File: src/rtl/regfile_pkg.sv
// Shared defaults and index type for the scoreboarded register file.
package regfile_pkg;
    localparam int XLEN_DEF  = 32;
    localparam int NREGS_DEF = 32;
    localparam int LED_REG   = 11;

    typedef logic [$clog2(NREGS_DEF)-1:0] reg_idx_t;
endpackage

File: src/rtl/regfile_scoreboard.sv
// Per-register busy bits with reservation grant and per-read-port busy flags.
// REGFILE_BYPASS_EN: a same-cycle writeback masks rd_busy for the matching port.
module regfile_scoreboard
    import regfile_pkg::*;
#(
    parameter int NREGS = NREGS_DEF,
    parameter int NRD   = 2,
    parameter int AW    = $clog2(NREGS)
) (
    input  logic            clk,
    input  logic            rst,
    input  logic            wr_en,
    input  logic [AW-1:0]   wr_addr,
    input  logic            rsv_en,
    input  logic [AW-1:0]   rsv_addr,
    input  logic [NRD*AW-1:0] rd_addr,
    output logic            rsv_ok,
    output logic [NRD-1:0]  rd_busy
);
    logic [NREGS-1:0] busy;
    logic             rsv_set;

    // A writeback landing on the reserved index frees it this very cycle.
    assign rsv_ok  = (rsv_addr == '0) || !busy[rsv_addr] || (wr_en && wr_addr == rsv_addr);
    assign rsv_set = rsv_en && rsv_ok && (rsv_addr != '0);

    always_ff @(posedge clk) begin
        if (rst) begin
            busy <= '0;
        end else begin
            for (int r = 1; r < NREGS; r++) begin
                if (rsv_set && rsv_addr == AW'(r))
                    busy[r] <= 1'b1;
                else if (wr_en && wr_addr == AW'(r))
                    busy[r] <= 1'b0;
            end
            busy[0] <= 1'b0;
        end
    end

    for (genvar i = 0; i < NRD; i++) begin : g_rd
        logic [AW-1:0] idx;
        logic          wr_hit;
        assign idx = rd_addr[i*AW +: AW];
`ifdef REGFILE_BYPASS_EN
        assign wr_hit = wr_en && (wr_addr == idx);
`else
        assign wr_hit = 1'b0;
`endif
        assign rd_busy[i] = busy[idx] && (idx != '0) && !wr_hit;
    end
endmodule

File: src/rtl/regfile_sb.sv
// Register file with NRD combinational read ports, one writeback port and a busy scoreboard.
// REGFILE_BYPASS_EN: reads of the index being written return write_port in the same cycle.
module regfile_sb
    import regfile_pkg::*;
#(
    parameter int XLEN  = XLEN_DEF,
    parameter int NREGS = NREGS_DEF,
    parameter int NRD   = 2,
    parameter int AW    = $clog2(NREGS)
) (
    input  logic              clk,
    input  logic              rst,
    input  logic              wr_rd_en,
    input  logic [AW-1:0]     addr_wr,
    input  logic [XLEN-1:0]   write_port,
    input  logic [NRD*AW-1:0] addr_rd,
    output logic [NRD*XLEN-1:0] read_port,
    output logic [NRD-1:0]    rd_busy,
    input  logic              rsv_en,
    input  logic [AW-1:0]     rsv_addr,
    output logic              rsv_ok,
    output logic              led
);
    logic [XLEN-1:0] regs [NREGS];
    logic            wr_fire;

    assign wr_fire = wr_rd_en && (addr_wr != '0);

    always_ff @(posedge clk) begin
        if (rst) begin
            for (int r = 0; r < NREGS; r++) regs[r] <= '0;
        end else if (wr_fire) begin
            regs[addr_wr] <= write_port;
        end
    end

    for (genvar i = 0; i < NRD; i++) begin : g_rd
        logic [AW-1:0] idx;
        assign idx = addr_rd[i*AW +: AW];
`ifdef REGFILE_BYPASS_EN
        assign read_port[i*XLEN +: XLEN] = (idx == '0)                    ? '0 :
                                           (wr_fire && addr_wr == idx)    ? write_port :
                                                                            regs[idx];
`else
        assign read_port[i*XLEN +: XLEN] = (idx == '0) ? '0 : regs[idx];
`endif
    end

    // Debug flag looks only at stored state; small configs without LED_REG tie it low.
    if (LED_REG < NREGS) begin : g_led
        assign led = (regs[LED_REG] == XLEN'(1));
    end else begin : g_no_led
        assign led = 1'b0;
    end

    regfile_scoreboard #(.NREGS(NREGS), .NRD(NRD), .AW(AW)) u_sb (
        .clk      (clk),
        .rst      (rst),
        .wr_en    (wr_rd_en),
        .wr_addr  (addr_wr),
        .rsv_en   (rsv_en),
        .rsv_addr (rsv_addr),
        .rd_addr  (addr_rd),
        .rsv_ok   (rsv_ok),
        .rd_busy  (rd_busy)
    );
endmodule

File: config.mk
export PLATFORM = sky130hd
export DESIGN_NAME = regfile_sb
export DESIGN_NICKNAME = d
export VERILOG_FILES = /design/src/rtl/regfile_pkg.sv /design/src/rtl/regfile_scoreboard.sv /design/src/rtl/regfile_sb.sv
export SDC_FILE = /design/constraint.sdc
export NUM_CORES = 2
export LEC_CHECK = 0
export ABC_AREA = 0
export ABC_CLOCK_PERIOD_IN_PS = 9000
export CORE_MARGIN = 2
export CORE_UTILIZATION = 58
export CTS_CLUSTER_SIZE = 25
export DETAILED_ROUTE_END_ITERATION = 16
export PLACE_DENSITY = 0.75
export SKIP_CTS_REPAIR_TIMING = 1
export SYNTH_ARGS = -nofsm -noshare
export SYNTH_HDL_FRONTEND = slang
export SYNTH_SLANG_ARGS = --single-unit
export TNS_END_PERCENT = 30
File: constraint.sdc
create_clock -name clk -period 9 [get_ports clk]
set_input_delay 1.8 -clock clk [delete_from_list [all_inputs] [get_ports clk]]
set_output_delay 1.8 -clock clk [all_outputs]
set_load 0.005 [all_outputs]
==> reports/metrics.cfg <==
[run_status]
run_status=finished, violations left
failed_checks=capacitance limit, slew limit

[global_route]
antenna_found_initial=17
grt_util_all_layers=0.351
grt_first_pass_wirelength_um=248000
grt_pass1_vias=35700
grt_max_degree=108
grt.overflow.total=0

[hold_path]
min_path_type=reg -> reg

[critical_path]
timing.critical_path.arrival_ps=5560
critPathKind=in -> out
critical_path.max_fanout=107
crit_end_category=output port
worst_setup_path_start_kind=input pin
required_arrival_time_at_the_worst_endpoint_ps=7200

[route]
detailed_route_via_count=35200
detail_route.wl_per_cell_um=34.3
drt_pre_antenna_iters=6
drcViolationCount=0
route.final.wire_length_um=173000
detailedRoute.firstIterationViolations=5232
vias_per_cell=7.01
ant_nets=0

[timing]
worst_pin_slew_ps=1470
totalNegativeSetupSlack_ps=0
timing.fmax_mhz=136
layout_min_cycle_time_ps=7360
clock-skew-final_ps=4.70
setup_ws_ps=1640
finalHoldViolations=0
report.final.slew_viol_count=1
timing.max_slew.rel_slack=-0.00315
setup_viol=0
fin_hold_ws_ps=489
min_period_over_period=0.818
setup_repair_after_global_routing_missed_its_margin=false

[logic_synthesis]
synth_seq_cells=1055
synth_top_flop_cell=edfxtp_1
synthesized_area_per_cell_um2=15.3
yosysTopAreaCell=edfxtp_1
synthCells=3686
synthDominantCellAreaShare=0.544
asyncSetResetFlopFracSynth=0
synth-edff-count=1024
synth_area_leaders=edfxtp_1, mux4_2, and2_1, mux2i_1, clkbuf_1
synth.yosys.warnings=0
synth.yosys.seq_area_share=0.555
synth.distinct_cells=42
synth.cell_area_mm2=0.0565

[clock_tree]
clk_transition_reported_paths_ps=60
ctsHtreeMaxLevel=3
numCtsBuffers=109
worst_skew_pair.late_latency_ps=680
cts.sinks=1055
clk_root_buffer_cell=clkbuf_16
cts_tree=yes
cts.path.max_buffers=3

[final_layout]
drive_above_1_share=0.247
final_core_util=0.649
final_net_count=3708
area_growth_syn_to_layout_pct=11.0

[place]
pre_cts_slack_ps=1640
detailedPlacementHpwl_um=95600
gpl.final_weighted_congestion=0.967
portBuffers=123

[power]
powerDensity_mw_per_mm2=187
cellLeakagePower_nw=21.2
power_mw=11.7
irDropWorstVdd_uv=167

[die]
floorplan.rows=114
design.die.area_mm2=0.100
die_h_um=316
placeableCoreArea_mm2=0.0966
io_pins=124
floorplan.initialDensity=0.585
die_width_um=316

[job]
max-cap-violations=1

## synthesized netlist by cell type, types with 35 or more instances
| master | n |
|---|---|
| clkbuf_1 | 288 |
| mux4_2 | 553 |
| mux2_2 | 35 |
| buf_2 | 63 |
| nor2_1 | 46 |
| inv_1 | 56 |
| nand2_1 | 66 |
| o21ai_0 | 65 |
| edfxtp_1 | 1024 |
| mux2i_1 | 139 |
| and2_1 | 993 |
## flip-flops by register name (all words and copies together), names as in the netlist
signal and cells:
regs 1024, u_sb.busy 31
## power by group
| part | switching [mW] | leakage, nW | internal [mW] | total, mW |
|---|---|---|---|---|
| logic | 0.818 | 9.55 | 0.661 | 1.48 |
| registers | 0.136 | 10.0 | 5.66 | 5.79 |
| clock network | 1.90 | 1.69 | 2.55 | 4.45 |
| total | 2.86 | 21.2 | 8.87 | 11.7 |
## layer usage
| layer | global-route usage | part of all wire | routed length [µm] | vias to the layer above |
|---|---|---|---|---|
| li1 | - | - | - | 14100 |
| met1 | 0.466 | 0.35 | 60500 | 17900 |
| met2 | 0.542 | 0.46 | 80100 | 2573 |
| met3 | 0.104 | 0.13 | 23200 | 549 |
| met5 | 0 | 0.00031 | 54 | - |
| met4 | 0.161 | 0.051 | 8720 | 8 |
## stage by stage
step | cells | area (µm²)
after CTS | 5017 | 62700
after global routing | 5021 | 62700
final | 5026 | 62700
after floorplan | 3717 | 56600
after global placement | 4816 | 59200
after detailed placement | 4817 | 59200
## worst max-delay path: stages
cell,delay (ps)
buf_8,470
buf_12,620
mux4_2,400
mux2i_1,150
nor2b_1,60
a2111oi_0,1190
nor3_1,190
clkdlybuf4s50_1,530
## logic make-up (layout without fill, tap and decap cells)
logic type	after synthesis	in the layout	synth area share
AND/OR/NAND/NOR	1204	1204	0.127
AO/OA/AOI/OAI	235	235	0.0298
other	1	41	0.0000664
XOR/XNOR	5	5	0.000775
flip-flops	1055	1055	0.555
multiplexers	727	727	0.252
buffers and inverters	459	483	0.0349
## area by class of cell
cell class | instances | area [µm²]
multi-input combinational | 2203 | 23900
inverter | 56 | 210
clock buffer | 145 | 2990
antenna | 9 | 22.5
tap | 1276 | 1600
clock inverter | 55 | 480
timing repair buffer | 227 | 2150
fill | 6642 | 33900
sequential | 1055 | 31400
## path summary, 6_finish.rpt
| path | cells past startpoint | end | slack (ps) | start |
|---|---|---|---|---|
| max | 8 | read_port[62] | 1640 | addr_rd[6] |
| max reg2reg | 6 | u_sb.busy[31] | 6930 | u_sb.busy[19] |
| min | 2 | u_sb.busy[28] | 490 | u_sb.busy[28] |
| min reg2reg | 2 | u_sb.busy[28] | 490 | u_sb.busy[28] |
## layout by cell type, fill, tap and decap left out, types with 13 or more instances in the layout
master	count
edfxtp_1	1024
a221oi_1	33
clkdlybuf4s50_1	112
mux2i_1	139
nor2_4	26
o21ai_0	35
o221ai_1	29
o22ai_1	33
and2_1	993
conb_1	32
clkinv_2	13
nand3_1	16
clkbuf_16	113
clkinv_1	25
o21ai_4	30
mux4_2	553
inv_1	55
mux2_2	35
a2111oi_0	16
dfxtp_1	31
nor2b_1	31
nor3_1	28
o211ai_1	15
buf_4	96
nand2_1	64
nor2_1	16
o31ai_1	13
clkbuf_1	26
No activity file was read; power rests on OpenSTA's default activity.
